File: config.mk
export PLATFORM = sky130hd
export DESIGN_NAME = fsm_rr_arbiter
export DESIGN_NICKNAME = d
export VERILOG_FILES = /design/src/rtl/fsm_rr_arbiter.sv
export SDC_FILE = /design/constraint.sdc
export NUM_CORES = 1
export LEC_CHECK = 0
export ABC_AREA = 1
export CORE_MARGIN = 10
export CORE_UTILIZATION = 35
export CTS_BUF_LIST = sky130_fd_sc_hd__clkbuf_16
export DETAILED_ROUTE_END_ITERATION = 8
export GPL_TIMING_DRIVEN = 0
export SLEW_MARGIN = 20
export SYNTH_ARGS = -nofsm -noshare
export SYNTH_HDL_FRONTEND = slang
export SYNTH_SLANG_ARGS = --single-unit
File: constraint.sdc
create_clock -name clock -period 1.64 [get_ports clock]
set_input_delay 0.328 -clock clock [delete_from_list [all_inputs] [get_ports clock]]
set_output_delay 0.328 -clock clock [all_outputs]
set_load 0.02 [all_outputs]
File: src/rtl/fsm_rr_arbiter.sv
// Four-agent round-robin arbiter with registered one-hot grants, bounded tenure
// (forced preemption after MAX_HOLD cycles) and a mandatory idle cycle between owners.
module fsm_rr_arbiter #(
   parameter int MAX_HOLD = 8,  // 0 disables preemption; must not exceed 2**HOLD_W-1
   parameter int HOLD_W   = 4
) (
   input  logic       clock,
   input  logic       reset,
   input  logic       req_0,
   input  logic       req_1,
   input  logic       req_2,
   input  logic       req_3,
   output logic       gnt_0,
   output logic       gnt_1,
   output logic       gnt_2,
   output logic       gnt_3,
   output logic [1:0] owner,
   output logic       busy,
   output logic       preempt,
   output logic       dbg_state
);

   localparam logic ST_IDLE  = 1'b0;
   localparam logic ST_GRANT = 1'b1;

   localparam logic              HOLD_LIMITED = (MAX_HOLD != 0);
   localparam logic [HOLD_W-1:0] HOLD_LAST    = HOLD_W'(MAX_HOLD - 1);
   localparam logic [HOLD_W-1:0] HOLD_SAT     = '1;

   logic              state_q, state_d;
   logic [1:0]        ptr_q, ptr_d;
   logic [1:0]        owner_q, owner_d;
   logic [HOLD_W-1:0] hold_q, hold_d;
   logic [3:0]        gnt_q, gnt_d;
   logic              preempt_q, preempt_d;

   logic [3:0] req_vec;
   logic       pick_valid;
   logic [1:0] pick_idx;
   logic [1:0] scan_idx;

   assign req_vec = {req_3, req_2, req_1, req_0};

   // Scan from the highest offset down so the last hit is the one closest to ptr.
   always_comb begin
      pick_valid = 1'b0;
      pick_idx   = ptr_q;
      scan_idx   = ptr_q;
      for (int i = 3; i >= 0; i--) begin
         scan_idx = ptr_q + 2'(i);
         if (req_vec[scan_idx]) begin
            pick_valid = 1'b1;
            pick_idx   = scan_idx;
         end
      end
   end

   always_comb begin
      state_d   = state_q;
      ptr_d     = ptr_q;
      owner_d   = owner_q;
      hold_d    = hold_q;
      gnt_d     = gnt_q;
      preempt_d = 1'b0;
      case (state_q)
         ST_IDLE: begin
            gnt_d = '0;
            if (pick_valid) begin
               owner_d = pick_idx;
               gnt_d   = 4'b0001 << pick_idx;
               hold_d  = '0;
               state_d = ST_GRANT;
            end
         end
         ST_GRANT: begin
            if (!req_vec[owner_q]) begin
               gnt_d   = '0;
               ptr_d   = owner_q + 2'd1;
               state_d = ST_IDLE;
            end else if (HOLD_LIMITED && (hold_q == HOLD_LAST)) begin
               // Moving ptr past the owner drops it to lowest priority next round.
               gnt_d     = '0;
               preempt_d = 1'b1;
               ptr_d     = owner_q + 2'd1;
               state_d   = ST_IDLE;
            end else if (hold_q != HOLD_SAT) begin
               hold_d = hold_q + 1'b1;
            end
         end
         default: begin
            gnt_d   = '0;
            state_d = ST_IDLE;
         end
      endcase
   end

   always_ff @(posedge clock) begin
      if (reset) begin
         state_q   <= ST_IDLE;
         ptr_q     <= '0;
         owner_q   <= '0;
         hold_q    <= '0;
         gnt_q     <= '0;
         preempt_q <= 1'b0;
      end else begin
         state_q   <= state_d;
         ptr_q     <= ptr_d;
         owner_q   <= owner_d;
         hold_q    <= hold_d;
         gnt_q     <= gnt_d;
         preempt_q <= preempt_d;
      end
   end

   assign gnt_0     = gnt_q[0];
   assign gnt_1     = gnt_q[1];
   assign gnt_2     = gnt_q[2];
   assign gnt_3     = gnt_q[3];
   assign owner     = owner_q;
   assign busy      = |gnt_q;
   assign preempt   = preempt_q;
   assign dbg_state = state_q;

endmodule

==> Word level (Yosys, flattened, before mapping) <==
Cells that the tools add are included.
{ "word_totals": {"out_inout_bits": 9, "ff_bits": 14, "inputBits": 6, "wordCells": 66} }
{ "classes": {"magnitude_cmp": 5, "eq_ne": 8, "n_bitwise": 2, "n_reduce_logical": 5, "shift": 1, "mux": 34, "n_addsub": 5} }
{ "ops": {"columns": ["op", "count"], "rows": [
  ["$mux 4", 7],
  ["$pmux 4 s2", 2],
  ["$lt 2x3->1 const B", 5],
  ["$mux 1", 13],
  ["$mux 2", 6],
  ["$bmux 1 s2", 5],
  ["$ne 2x1->1 const B", 3],
  ["$add 2x1->2 const B", 2],
  ["$add 2x2->2 const B", 2],
  ["$add 4x1->4 const B", 1],
  ["$eq 4x3->1 const B", 1],
  ["$ne 2x2->1 const B", 2],
  ["$ne 4x4->1 const B", 1],
  ["$reduce_and 2->1", 2],
  ["$reduce_and 4->1", 1],
  ["$reduce_or 4->1", 1],
  ["$shl 1x2->4 const A", 1],
  ["$ne 3x2->1 const B", 1],
  ["$reduce_or 3->1", 1],
  ["$not 1->1", 2],
  ["$pmux 1 s2", 1]
]} }

==> Depth between registers and ports, before layout <==
Gate-level depths: netlist of the first run.
{ "depth": {"ltp_word": 10, "ltp_mapped": 12, "depth_no_buf": 12} }

==> Worst setup path after synthesis of the first run <==
OpenSTA, ideal clock, no wires.
{ "synth_timing": {"path_type": "reg2reg", "from": "register owner_q[0], in the netlist owner[0]", "to": "register hold_q[3]", "t_arrival_ps": 1340, "stages_incl_launch_ff": 10, "setup_slack_ps": 171, "setup_ps": 129, "period_less_slack_ps": 1469, "required_time_ps": 1511, "path_buffers": 0, "path_cell_list": "dfxtp_1 -> inv_1 -> a21oi_1 -> o21ai_0 -> nand2_1 -> nand2_1 -> nand2_1 -> nand3_2 -> nand2_1 -> a21oi_1"} }
{ "synth_between": {"elab_chain_cells": 4} }
{ "synth_lines": {"columns": ["item", "line_no", "source"], "rows": [
  ["start, declared", "32", "logic [1:0] owner_q, owner_d;"],
  ["start signal, assigned", "108", "owner_q <= owner_d;"],
  ["$bmux 1 s2", "76", "if (!req_vec[owner_q]) begin"],
  ["$mux 1 (not written as such)", "76", null],
  ["$ne 2x1->1 (no line)", null, null],
  ["$reduce_and 4->1 (no line)", null, null],
  ["end signal, assigned", "109", "hold_q <= hold_d;"],
  ["end, declared", "33", "logic [HOLD_W-1:0] hold_q, hold_d;"]
]} }
Every way passes these cells. The select of a mux whose other input is x is not followed.
A chain may end at the register's enable or synchronous reset.

==> Worst setup path after layout of the first run <==
{ "layout_timing": {"from": "register gnt_q[0]", "to": "output busy"} }
{ "layout_between": {"elab_chain_cells": 1} }
{ "layout_lines": {"columns": ["item", "line_no", "source"], "rows": [
  ["start, declared", "34", "logic [3:0] gnt_q, gnt_d;"],
  ["start signal, assigned", "110", "gnt_q <= gnt_d;"],
  ["$reduce_or 4->1", "120", "assign busy = |gnt_q;"],
  ["end, declared", "18", "output logic busy,"]
]} }
Every way passes these cells.

==> flow_summary_export.csv, run 1 <==
group,metric,value,unit
run_status,status,"completed",
floorplan,rows,18,
cells_and_area,fill_cells,264,
floorplan,core_region_area,2545,um^2
clock_tree,root_buffer,"clkbuf_16",
setup_path,crit_fanout,3,
yosys,ys_ff_latch,14,
setup_path,cp_slowest_cell,"or4_1",
setup_path,crit_chain,"or4_1 -> buf_2",
cells_and_area,multi_input_area,599.3,um^2
setup_path,critPathMaxStageDelay,0.51,ns
detailed_routing,wirelength,2317,um
floorplan,die-height,72.16,um
hold_path,holdPathEnd,"gnt_q[3]$_SDFFE_PP0P_",
setup_path,path_delay_family,"simple AND/OR/NAND/NOR gates",
setup_path,reg2reg_from,"ptr_q[0]$_SDFFE_PP0P_",
sta,tightestPinTransition,0.4162,ns
cells_and_area,num_antenna_cells,0,
sta,period_share,0.9559,
setup_path,path_class,"reg -> out",
cells_and_area,area_growth,32.33,%
placement,gp_congestion,0.8438,
floorplan,pin_count,15,
grt,grt_pass1_vias,945,
sta,timing_hold_violations_final,0,
yosys,synth_fp_nets,155,
hold_path,hold_path_class,"reg -> reg",
clock_tree,cts_inserted_buffers,3,
yosys,ys.warnings.count,0,
clock_tree,clk_pin_slew,0.04,ns
detailed_routing,num_vias,959,
clock_tree,clock-sinks,14,
sta,final-max-slew-violation-count,0,
clock_tree,insertion_delay,0.24,ns
hold_path,hp-start,"gnt_q[3]$_SDFFE_PP0P_",
yosys,syn_inst,148,
setup_path,worst_setup_path_start_kind,"register",
cells_and_area,final_area,1260,um^2
floorplan,start_util,0.3741,
placement,dpl_cell_area,1120,um^2
grt,grt_pass1_wl,4105,um
run,drv_cap,0,
detailed_routing,first_iter_violations,56,
floorplan,die-area,5207,um^2
setup_path,crit_arrival,1.24,ns
setup_path,worst_r2r_endpoint,"gnt_q[1]$_SDFFE_PP0P_",
clock_tree,clock_path_buffers,2,
grt,grt_overflow,0,
cells_and_area,regArea,282.8,um^2
sta,hold_ws,0.4746,ns
yosys,yosysSeqAreaShare,0.2943,
detailed_routing,wl_per_cell,11.76,um
grt,grt_use_total,0.09134,
setup_path,worstPathRequired,1.31,ns
power,powerDensity,1883,nW/um^2
sta,skew,0.004884,ns
detailed_routing,viasPerCell,4.868,
yosys,syn_avg_cell_area,6.434,um^2
detailed_routing,ant_nets,0,
clock_tree,cts.htree.levels,1,
grt,grt_max_degree,11,
sta,max_slew_margin,0.7226,
setup_path,cp-end-kind,"output pin",
cells_and_area,nNetsFinal,175,
sta,setup_viol,0,
power,vdd_ir_drop_max,1.196,mV
grt,grt_antenna_before_repair,0,
placement,port_buffers,13,
sta,period_needed,1.568,ns
detailed_routing,drc,0,
cells_and_area,drive_above_1_share,0.2156,
setup_path,path_buf_inv,1,
sta,tns,0,ns
power,power_leakage,0.6522,nW
setup_path,r2r_cells,10,
clock_tree,cts_tree,"built",
floorplan,chipWidth,72.16,um
sta,clock.fmax,637.9,MHz
sta,rsz0062_at_grt,"false",
placement,dp_hpwl,1742,um
setup_path,r2r_slack,0.20,ns
yosys,synth.cell_area,952.2,um^2
yosys,synth_cell_types,24,
detailed_routing,firstDrtPassIters,5,
hold_path,min_path_cells,2,
==> registers in the layout, summed over array words and instances, names as in the netlist <==
name and count:
gnt_q 4, hold_q 4, owner 2, ptr_q 2, dbg_state 1, preempt 1
==> Yosys cell counts <==
library cell	number	share of area
a21oi_1	10	0.053
a21oi_2	1	0.0092
a21oi_4	1	0.017
buf_2	1	0.0053
buf_6	1	0.012
clkbuf_1	1	0.0039
dfxtp_1	14	0.29
ha_1	1	0.013
inv_1	20	0.079
inv_2	3	0.012
nand2_1	48	0.19
nand2_2	6	0.039
nand2_4	1	0.012
nand3_1	10	0.053
nand3_2	2	0.021
nand3_4	1	0.018
nand4_1	8	0.053
nor2_1	6	0.024
nor2_4	2	0.024
o21ai_0	5	0.026
o21ai_1	2	0.011
o21bai_1	2	0.016
or4_1	1	0.0079
xor2_1	1	0.0092
==> worst max path at each step <==
stage | end | from | slack, ns | cells after the start
finish | busy | gnt_q[0]$_SDFFE_PP0P_ | 0.07 | 2
CTS | owner[1] | owner[1]$_SDFFE_PP0P_ | 0.005 | 1
global placement | hold_q[3]$_SDFFE_PP0P_ | req_1 | -0.27 | 10
floorplan | hold_q[3]$_SDFFE_PP0P_ | owner[0]$_SDFFE_PP0P_ | 0.17 | 9
global route | owner[0]$_SDFFE_PP0P_ | ptr_q[0]$_SDFFE_PP0P_ | 0.04 | 11
detailed placement | hold_q[3]$_SDFFE_PP0P_ | req_2 | -0.33 | 10
==> cells in the final DEF (no fill, tap or decap), drive strengths merged <==
master and instances:
inv 23, nand2 55, or4 1, buf 5, nand3 13, clkdlybuf4s50 6
dlymetal6s2s 6, clkinv 1, o21ai 7, o21bai 2, dfxtp 14, ha 1
clkbuf 4, nor2 8, xor2 1, a21oi 12, nand4 8
==> worst min-delay path, delay by kind of cell (launching register included) <==
| kind | cells | cell delay [ns] |
|---|---|---|
| flip-flops | 1 | 0.31 |
| AND/OR/NAND/NOR | 2 | 0.12 |
==> repair_timing <==
item	in CTS	in global routing
endpoints found under the setup margin	6	14
setup buffers	0	2
hold buffers	0	0
pin swaps	0	5
endpoints found under the hold margin	0	0
cloned	0	0
gates resized for setup	7	17
==> stage by stage <==
step,power [mW],setup slack (ns),cells,utilization
6_report,2.373,0.07226,197,0.4951
5_1_grt,2.596,0.03717,197,0.4951
4_1_cts,2.310,0.005309,195,0.4735
3_5_place_dp,1.834,-0.3253,191,0.4400
3_3_place_gp,1.824,-0.2683,191,0.4400
2_1_floorplan,1.484,0.1707,148,-
==> final cells by class <==
type	instances	share of cell area
multi-input cells	108	0.4757
flip-flops and latches	14	0.2244
repair buffers	15	0.1231
inverters	23	0.06852
clock buffers	3	0.05958
well taps	30	0.02979
plain buffers	3	0.01589
clock inverters	1	0.002979
==> per-layer routing <==
metal,routed length (um),global-route usage
met1,1123,0.1167
met2,1026,0.1390
met3,156,0.03401
met4,10,0.02581
met5,0,0
==> logic make-up (layout without fill, tap and decap cells) <==
logic type | count (synthesis) | in the layout | share of synthesized area
flops | 14 | 14 | 0.2944
fa+ha+maj | 1 | 1 | 0.01314
compound gates | 21 | 21 | 0.1314
xor+xnor | 1 | 1 | 0.009200
buf+inv | 26 | 45 | 0.1117
simple gates | 85 | 85 | 0.4402
==> power by group <==
| part | switching, mW | internal (mW) |
|---|---|---|
| Clock | 0.133 | 0.322 |
| Sequential | 0.0851 | 0.438 |
| Combinational | 0.875 | 0.521 |
| Total | 1.09 | 1.28 |
Note: power is estimated with default switching activity, not from simulation.
==> run 2: changes to the inputs <==
ABC_AREA = not set   (was 1)
==> run 2 against run 1 <==
Via count down 28%. Setup slack better by 0.013 ns. Sequential share of layout area up 6.1 points. Count of clock-buffer cells in the layout unchanged. Power down 53%. Clock power down 1%.
==> flow_summary_export.csv, run 2 <==
group,metric,value,unit
power,vdd_ir_drop_max,0.6084,mV
sta,timing_hold_violations_final,0,
power,clockPowerShare,0.404,
yosys,yosysMostFrequentCell,"dfxtp_1",
floorplan,core_region_area,1962,um^2
detailed_routing,routed-wl-met3,172,um
detailed_routing,wl_met1,704,um
grt,grt_overflow,0,
grt,grt_use_total,0.08029,
setup_path,critPathMaxStageDelay,0.61,ns
clock_tree,clock-sinks,14,
setup_path,crit_chain,"mux4_2 -> nand2_2 -> nor3b_2 -> or2_2",
power,pwr-share-seq,0.357,
detailed_routing,drc,0,
cells_and_area,area_growth,38.33,%
power,powerDensity,1120,nW/um^2
yosys,yosysTopAreaCellShare,0.3902,
grt,grt_antenna_before_repair,0,
yosys,synth_fp_nets,86,
floorplan,chipWidth,65.30,um
floorplan,start_util,0.3661,
setup_path,r2r_cells,4,
detailed_routing,first_iter_violations,31,
clock_tree,clk_pin_slew,0.05,ns
power,p_sw,0.2983,mW
floorplan,die-area,4264,um^2
detailed_routing,viasPerCell,5.610,
placement,gp_congestion,0.7924,
setup_path,reg2reg_from,"owner[1]$_SDFFE_PP0P_",
yosys,ys_ff_latch,14,
placement,port_buffers,14,
setup_path,worstPathRequired,1.76,ns
clock_tree,cts_tree,"built",
cells_and_area,mostFrequentLayoutCells,"dfxtp_1, clkdlybuf4s50_1, a21oi_1",
detailed_routing,routed.top_layer,"met4",
hold_path,holdPathEnd,"gnt_q[2]$_SDFFE_PP0P_",
setup_path,path_class,"reg -> reg",
cells_and_area,nNetsFinal,104,
placement,dp_cells,120,
sta,skew,0.004437,ns
sta,max_slew_margin,0.7919,
floorplan,rows,16,
sta,final-max-slew-violation-count,0,
clock_tree,cts_setup_buffers,0,
sta,tightestPinTransition,0.3096,ns
grt,grt_max_degree,11,
yosys,synth.cell_area,718.2,um^2
detailed_routing,wirelength,1672,um
setup_path,cp-end-kind,"register",
run,drv_cap,0,
detailed_routing,wl_per_cell,13.59,um
grt,grt_pass1_wl,2863,um
yosys,yosysSeqAreaShare,0.3902,
hold_path,hold_path_class,"reg -> reg",
power,p_int,0.8141,mW
yosys,synth_edf_count,0,
power,power.total,1.112,mW
yosys,synth_cell_types,34,
hold_path,hp-start,"gnt_q[2]$_SDFFE_PP0P_",
cells_and_area,reg.largest.list,"gnt_q: 4 flops, hold_q: 4 flops",
floorplan,pin_count,15,
cells_and_area,final_area,993.5,um^2
detailed_routing,ant_nets,0,
clock_tree,cts_inserted_buffers,3,
power,pwr-share-comb,0.239,
detailed_routing,firstDrtPassIters,4,
yosys,synthTopCellsByArea,"dfxtp_1, a32o_1, a21oi_1, nor2b_1, or2_2",
cells_and_area,num_antenna_cells,0,
cells_and_area,final_cell_count_no_fill,123,
detailed_routing,wl_met2,787,um
yosys,synthTopCellsByCount,"dfxtp_1, a21oi_1, nand2_1",
run_status,status,"completed",
placement,dp_hpwl,1261,um
setup_path,crit_fanout,5,
clock_tree,clock_path_buffers,2,
sta,clock.fmax,643.0,MHz
setup_path,crit_arrival,1.68,ns
detailed_routing,num_vias,690,
setup_path,worst_setup_path_start_kind,"register",
clock_tree,insertion_delay,0.24,ns
cells_and_area,final_util,0.5064,
sta,period_share,0.9483,
sta,tns,0,ns
floorplan,die-height,65.30,um
yosys,syn_inst,79,
yosys,async_flop_share,0,
yosys,ys.warnings.count,0,
hold_path,min_path_cells,1,
sta,period_needed,1.555,ns
sta,setup_viol,0,
setup_path,cp_slowest_cell,"mux4_2",
yosys,synth_top_area_cell,"dfxtp_1",
grt,grt_pass1_vias,621,
clock_tree,ctsHoldBuffers,0,
setup_path,worst_r2r_endpoint,"dbg_state$_SDFF_PP0_",
yosys,ys.flop_type,"dfxtp_1",
cells_and_area,mostFrequentLayoutCell,"dfxtp_1",
clock_tree,cts.htree.levels,1,
power,power_leakage,0.3741,nW
sta,rsz0062_at_grt,"true",
setup_path,r2r_slack,0.08,ns
cells_and_area,drive_above_1_share,0.2292,
power,switching_share,0.2682,
placement,dpl_cell_area,893.4,um^2
clock_tree,root_buffer,"clkbuf_16",
yosys,syn_avg_cell_area,9.091,um^2
## run 2: changes by cell type in the layout (fill, tap and decap cells not counted), sizes merged, moves of 5 or more
cell | before | now
nand3 | 13 | 4
a21oi | 12 | 5
nand4 | 8 | 1
nand2 | 55 | 5
inv | 23 | 0
dlymetal6s2s | 6 | 1
## run 2: logic make-up after synthesis
kind of cell / share of synthesized area
adder cells (fa/ha/maj): 0.01742
AO/OA/AOI/OAI: 0.2073
XOR/XNOR: 0.01220
multiplexers: 0.04703
AND/OR/NAND/NOR: 0.3049
buffers and inverters: 0.02091
flip-flops: 0.3902
## run 2: metrics by stage
| step | hold WS (ns) | worst slack (ns) |
|---|---|---|
| after CTS | 0.4891 | 0.01635 |
| after floorplan | 0.4621 | 0.06446 |
| after global placement | 0.4720 | -0.6608 |
| after detailed placement | 0.4785 | -0.6891 |
| after global routing | 0.5175 | -0.009070 |
| final | 0.4850 | 0.08486 |
## run 2: worst max-delay path by stage
stage                          start                    to  slack (ns)  depth (start not counted)
6_report       owner[1]$_SDFFE_PP0P_  dbg_state$_SDFF_PP0_        0.08                          4
4_1_cts        owner[0]$_SDFFE_PP0P_              owner[0]        0.02                          1
2_1_floorplan  owner[1]$_SDFFE_PP0P_  dbg_state$_SDFF_PP0_        0.06                          4
5_1_grt                        req_1  dbg_state$_SDFF_PP0_      -0.009                          5
3_3_place_gp                   req_3  dbg_state$_SDFF_PP0_       -0.66                          6
3_5_place_dp                   req_0  dbg_state$_SDFF_PP0_       -0.69                          6
## run 2: repair_timing
| item | in CTS | in global routing |
|---|---|---|
| resized for setup | 11 | 13 |
| pin swaps | 0 | 4 |
| endpoints found under the setup margin | 13 | 9 |
## run 2: worst max-delay path, delay by kind of cell (launching register included)
family | cells | cell delay (ns)
flops | 1 | 0.37
mux | 1 | 0.61
simple gates | 3 | 0.47
## run 2: final cells by class
class | instances | area [um^2]
Fill cell | 204 | 968.4
Multi-Input combinational cell | 62 | 457.9
Sequential cell | 14 | 284.0
Timing Repair Buffer | 14 | 126.4
Clock buffer | 3 | 75.07
Tap cell | 27 | 33.78
Buffer | 2 | 12.51
Clock inverter | 1 | 3.754
## run 2: per-layer routing
layer	up-vias	track usage
li1	334	-
met1	335	0.08960
met2	19	0.1280
met3	2	0.04407
met4	0	0.02406
met5	-	0
## run 2: power groups by stage
stage | registers, mW | clock network, mW | logic [mW]
final | 0.397 | 0.450 | 0.266
after global routing | 0.402 | 0.480 | 0.296
after CTS | 0.397 | 0.460 | 0.260
after detailed placement | 0.404 | 0 | 0.265
after global placement | 0.403 | 0 | 0.264
after floorplan | 0.421 | 0 | 0.149
